**src/rtl/regfile_mp.sv**
```systemverilog
// rtl/regfile_mp.sv - multi-port register file with dual write, write bypass and a hardware clear sweep
// A sweep zeroes every entry after reset or on clr_req. Port 1 wins a same-address dual write.
module regfile_mp #(
   parameter int DATA_W   = 32,
   parameter int ADDR_W   = 5,
   parameter int NUM_RD   = 2,
   parameter int ZERO_REG = 1
) (
   input  logic                       clk,
   input  logic                       rst,
   input  logic                       we0,
   input  logic [ADDR_W-1:0]          waddr0,
   input  logic [DATA_W-1:0]          wdata0,
   input  logic                       we1,
   input  logic [ADDR_W-1:0]          waddr1,
   input  logic [DATA_W-1:0]          wdata1,
   input  logic                       clr_req,
   input  logic [NUM_RD-1:0]          re,
   input  logic [NUM_RD*ADDR_W-1:0]   raddr,
   output logic [NUM_RD*DATA_W-1:0]   rdata,
   output logic                       busy,
   output logic                       wcol
);

   localparam int DEPTH = 2 ** ADDR_W;

   typedef enum logic {IDLE, CLEAR} state_t;

   state_t              state, state_n;
   logic [ADDR_W-1:0]   ptr, ptr_n;
   logic [DATA_W-1:0]   regs [DEPTH];
   logic                wr0, wr1;

   assign busy = (state == CLEAR);

   // Writes are only accepted outside the sweep and outside reset
   assign wr0 = !rst && (state == IDLE) && we0 && ((ZERO_REG == 0) || (waddr0 != '0));
   assign wr1 = !rst && (state == IDLE) && we1 && ((ZERO_REG == 0) || (waddr1 != '0));

   always_ff @(posedge clk) begin
      if (rst) begin
         state <= CLEAR;
         ptr   <= '0;
      end else begin
         state <= state_n;
         ptr   <= ptr_n;
      end
   end

   always_comb begin
      state_n = state;
      ptr_n   = ptr;
      case (state)
         IDLE: begin
            if (clr_req) begin
               state_n = CLEAR;
               ptr_n   = '0;
            end
         end
         CLEAR: begin
            ptr_n = ptr + 1'b1;
            if (ptr == {ADDR_W{1'b1}}) begin
               state_n = IDLE;
               ptr_n   = '0;
            end
         end
         default: state_n = CLEAR;
      endcase
   end

   // Port 1 is written last so it overrides port 0 on an address match
   always_ff @(posedge clk) begin
      if (!rst) begin
         if (state == CLEAR) begin
            regs[ptr] <= '0;
         end else begin
            if (wr0) regs[waddr0] <= wdata0;
            if (wr1) regs[waddr1] <= wdata1;
         end
      end
   end

   always_ff @(posedge clk) begin
      if (rst) wcol <= 1'b0;
      else     wcol <= wr0 && wr1 && (waddr0 == waddr1);
   end

   for (genvar g = 0; g < NUM_RD; g++) begin : g_rd
      logic [ADDR_W-1:0] ra;
      logic [DATA_W-1:0] rd;

      assign ra = raddr[g*ADDR_W +: ADDR_W];

      // Bypass compares raw enables: same-cycle writeback is visible before it lands
      always_comb begin
         rd = '0;
         if (rst || busy || !re[g])            rd = '0;
         else if ((ZERO_REG != 0) && ra == '0) rd = '0;
         else if (we1 && waddr1 == ra)         rd = wdata1;
         else if (we0 && waddr0 == ra)         rd = wdata0;
         else                                  rd = regs[ra];
      end

      assign rdata[g*DATA_W +: DATA_W] = rd;
   end

endmodule

```
**config.mk**
```make
export PLATFORM = sky130hd
export DESIGN_NAME = regfile_mp
export DESIGN_NICKNAME = d
export VERILOG_FILES = /design/src/rtl/regfile_mp.sv
export SDC_FILE = /design/constraint.sdc
export NUM_CORES = 2
export LEC_CHECK = 0
export BUFFER_PORTS_ARGS = -buffer_cell sky130_fd_sc_hd__buf_2
export CAP_MARGIN = 40
export CELL_PAD_IN_SITES_DETAIL_PLACEMENT = 1
export CELL_PAD_IN_SITES_GLOBAL_PLACEMENT = 2
export CORE_UTILIZATION = 44
export DETAILED_ROUTE_END_ITERATION = 10
export GPL_ROUTABILITY_DRIVEN = 0
export MAX_ROUTING_LAYER = met4
export PLACE_DENSITY_LB_ADDON = 0.1
export SLEW_MARGIN = 20
export SYNTH_ARGS = -nofsm -noshare
export SYNTH_HDL_FRONTEND = slang
export SYNTH_SLANG_ARGS = --single-unit
```
**constraint.sdc**
```tcl
create_clock -name clk -period 5.6 [get_ports clk]
set_input_delay 1.4 -clock clk [delete_from_list [all_inputs] [get_ports clk]]
set_output_delay 1.4 -clock clk [all_outputs]
set_load 0.01 [all_outputs]
```
* After elaboration in Yosys (flattened, before gate mapping)
Memories as Yosys holds them, arrays and structs flattened.
Index checks and enable logic that the tools add are counted.
** Operators by class
- $add $sub $neg :: 1
- Multiply operators :: 0
- Div/mod/pow operators :: 0
- $lt $le $gt $ge :: 0
- Equal/unequal tests :: 7
- Shift-type cells :: 0
- Multiplexer cells :: 28
- Bitwise logic cells :: 1
- Reduce and logical (&&, ||, !) cells :: 22
** Operators with widths (number)
- two-way mux 32 bit :: 9
- OR reduction 32 bit :: 1
- equality test 5 bit :: 5
- two-way mux 5 bit :: 3
- two-way mux 1 bit :: 14
- logical AND 1 bit :: 11
- zero test 5 bit :: 2
- case mux 5 bit (2 select lines) :: 1
- nonzero test 5 bit :: 2
- adder 5 x 1 -> 5 bit (second input constant) :: 1
- equality test 5 bit (second input constant) :: 1
- zero test 1 bit :: 3
- logical OR 1 bit :: 3
- != test 2 bit (second input constant) :: 1
- case mux 1 bit (2 select lines) :: 1
- inverter 1 bit :: 1
** Storage, ports and cells
- Bits in registers :: 7
- Bits in latches :: 0
- RAM bits :: 1024
- ROM bits :: 0
- Input bits :: 91
- Output and inout bits :: 66
- Word-level logic and storage cells :: 63
- Memories :: 1
** Memory list
- regs :: words 32, bits a word 32, rd ports 2, clocked after Yosys merged registers in 0, write ports 2, RTL line 31 : logic [DATA_W-1:0] regs [DEPTH];

* Depth between registers and ports, before layout
- Word-level depth :: 10
- Gate-level depth with buffers :: 9
- Gate-level depth less buffers :: 7

* Least setup slack after synthesis
Ideal clock, no wire load.
- Kind :: input to register
- Start :: in waddr0[3]
- End :: mem regs[5][0] (enable)
- Setup time :: 433 ps
- Data arrival time :: 4496 ps
- Data required time :: 5167 ps
- Setup slack :: 671 ps
- Stages on the path :: 8
- Path buffers :: 3
- Cells stage by stage :: buf_2 or4_4 o21a_1 buf_6 buf_6 o21ai_0 nand2_1 o22ai_1
** RTL lines
- start: declaration :: RTL line 12 : input logic [ADDR_W-1:0] waddr0,
- end: declaration :: RTL line 31

* Worst setup path in the final report
- Start :: in raddr[0]
- End :: out rdata[2]
** Between the ends
- Longest elaborated chain between the ends :: 6
- Elaborated cells between the ends (all ways) :: 10
- Those cells by class :: eq/ne: 2; mux: 4; reduce/logical: 3; memory: 1
** RTL lines
- start: declaration :: RTL line 19 : input logic [NUM_RD*ADDR_W-1:0] raddr,
- branches (longest 4 deep; another with memory read (32 x 32 bit))
- two-way mux 32 bit (*) :: RTL line 98 : else if ((ZERO_REG != 0) && ra == '0) rd = '0;
- two-way mux 32 bit (*) :: RTL line 97 : if (rst || busy || !re[g]) rd = '0;
- end: declaration :: RTL line 20 : output logic [NUM_RD*DATA_W-1:0] rdata,
Mark *: on every way between the ends.

==> results.cfg <==
[run_status]
status = finished with violations
violations = design-rule violations

[setup_path]
crit_end = rdata[2]
r2r-end = regs[16][25]
path_delay_family = buffers and inverters
critical_path.max_fanout = 24
end_kind = output port
crit_type = in2out
regToRegSetupSlack_ps = 2020
crit_start = raddr[0]
path_cells = buf_8 > buf_12 > mux4_2 > o22ai_1 > or4_1 > o221ai_1 > buf_2
cp_slowest_cell = or4_1
reg2reg_depth = 6
startpoint_type = input pin
slowest_delay_ps = 700
path_depth = 7
worst_ep_required_time_ps = 4200
critPathArrivalTime_ps = 4120
worstReg2RegStart = busy
critPathBufInv = 3

[clocking]
clkSinkCount = 1031
post-cts-setup-buffer-count = 0
cts_root_buf = clkbuf_16
hold_buffers = 0
htree_levels = 3
clock_latency_ps = 760
post_cts_resized = 0
cts_tree = yes
cts_buffers = 120
cts_buffer_depth = 3
clk_pin_slew_ps = 60

[floorplanning]
fp.dieH_um = 369.3
initial_core_util = 0.4442
die-area_mm2 = 0.1364
rows = 134
pin_count = 157
die_w_um = 369.3
coreArea_mm2 = 0.1336

[synth]
synth_area_mm2 = 0.05936
synth_edf_count = 1024
synth_area_leaders = edfxtp_1 52%, mux4_2 19%, o21ai_0 8.6%, nand2_1 7.0%, clkbuf_1 2.6%
avgSynthCellArea_um2 = 12.00
syn_inst = 4948
yosysTopAreaCell = edfxtp_1
yosysSeqAreaShare = 0.5204
synth_nets = 5041
async_flop_share = 0
synth_cell_types = 58
dominantRegCellSynth = edfxtp_1
synth_top_area_share = 0.5181
synth-seq-cells = 1031
yosysWarnings = 0

[layout]
fin_nets = 4964
seq_area_mm2 = 0.03089
area_growth_pct = 13.02
n_fill_cell = 13464
drive_gt1_frac = 0.2496
final_core_util = 0.5020
multiInputGateArea_mm2 = 0.02619

[drt]
drt_drc_violations_left = 24
wirelength_um = 259700
via_count = 46995
drt_iter0_markers = 6561
drt_first_pass_iters = 9
vias_per_cell = 6.966
postRouteAntennaNets = 0
wl_per_cell_um = 38.49

[grt]
grt_pass1_wl_um = 361000
antenna_found_initial = 13
grt_max_degree = 65
overflow = 0
grt_pass1_vias = 46210
grtUsageTotal = 0.3910

[placed_design]
portBuffers = 156
dpl.hpwl_um = 157100

[sta]
final.setup.tns_ps = 0
final-setup-viol-count = 0
slew_headroom = 0.4270
rsz0062_at_grt = no
worst-slew-pin-transition_ps = 857.4
timing.fmax_mhz = 181.3
skew_ps = 35.55
min_period_over_period = 0.9848
hold_violations = 0
post-route-min-period_ps = 5515
maxSlewViolCount = 0

[flow_run]
maxCapViolCount = 0

[pwr]
ir_drop_mv = 0.2387
p_leak_nw = 20.75
powerDensity_mw_per_mm2 = 263.9

[min_path]
worstHoldPathType = reg2reg
worst min-delay path, delay by kind of cell (launching register included):
family          cells  cell delay (ps)
compound gates      1               70
flops               1              370
simple gates        1              100
Yosys cell counts (8+ instances only):
library cell,n
o21ai_0,1021
clkbuf_1,415
buf_6,16
inv_1,34
mux2_2,32
nor2_2,23
buf_4,28
nor2_1,24
a21oi_1,9
o21ai_1,8
o2bb2ai_1,32
buf_1,12
mux2i_1,64
o22ai_2,8
buf_2,130
xor2_1,16
o22ai_1,152
xnor2_1,8
edfxtp_1,1024
nand2_1,1110
mux4_2,512
a22oi_1,65
clkbuf_2,35
or4_1,33
a32o_1,32
o221ai_1,32
how the worst min path moves through the flow:
stage,end,depth (start not counted),start,slack [ps]
after global placement,ptr[3],2,ptr[1],550
after CTS,ptr[3],2,ptr[1],590
after detailed placement,ptr[3],2,ptr[1],570
after global routing,ptr[3],2,ptr[3],650
after floorplan,ptr[3],2,ptr[3],500
final,ptr[3],2,ptr[1],580
cells in the final DEF, fill, tap and decap left out, types with 9 or more instances in the layout:
cell type     n
mux2i_1      64
edfxtp_1   1024
xor2_1       16
o22ai_1     129
nor2_1       13
o22ai_4      31
mux2_2       32
clkbuf_16   122
diode_2      10
o21ai_0    1021
o221ai_1     32
buf_8         9
inv_1        34
buf_12       72
nor2_4       34
clkinv_2     24
clkbuf_1     26
a22oi_1      65
buf_4       204
mux4_2      512
nand2_1    1107
or4_1        33
a32o_1       32
bufinv_16     9
clkinv_1     28
buf_2       150
o2bb2ai_1    32
logic make-up (layout without fill, tap and decap cells):
group,count (synthesis),count (layout),share of synthesized area
AOI/OAI and AO/OA,1371,1371,0.1301
and+or+nand+nor,1242,1242,0.08474
muxes,608,608,0.2111
xor gates and xnor gates,24,24,0.003541
DFF,1031,1031,0.5204
other,0,10,0
adders and majority gates,2,2,0.0004215
buffers and inverters,670,690,0.04964
metrics by stage:
stage	setup slack [ps]	std cells	power (W)	area, um2	hold slack (ps)
2_1_floorplan	671.5	4948	0.009451	59360	504.3
3_3_place_gp	269.6	6508	0.01003	63150	551.1
3_5_place_dp	289.6	6517	0.01004	63310	571.3
4_1_cts	287.2	6736	0.01771	67060	587.7
5_1_grt	111.2	6744	0.01804	67080	653.6
6_report	84.84	6746	0.01771	67080	583.7
sequential cells by signal (all words and copies together), names as in the netlist:
register / cells
regs: 1024
ptr: 5
busy: 1
wcol: 1
report_power, final:
group          internal [W]  switching (W)
logic              0.000555       0.000930
clock network       0.00437        0.00342
registers           0.00841      0.0000244
final cells by class:
type                    count  share of cell area
flip-flops and latches   1031              0.4605
clock inverters            71            0.008897
well taps                1768             0.03298
diodes                     10           0.0003730
clock buffers             148             0.04696
repair buffers            437             0.05810
multi-input cells        3247              0.3903
inverters                  34            0.001902
layer usage:
layer	track usage	wire length (um)
met4	0.1532	11050
met5	-	0
met1	0.5227	100100
met2	0.5717	116500
met3	0.09888	31970
(Power assumes the default switching activity.)
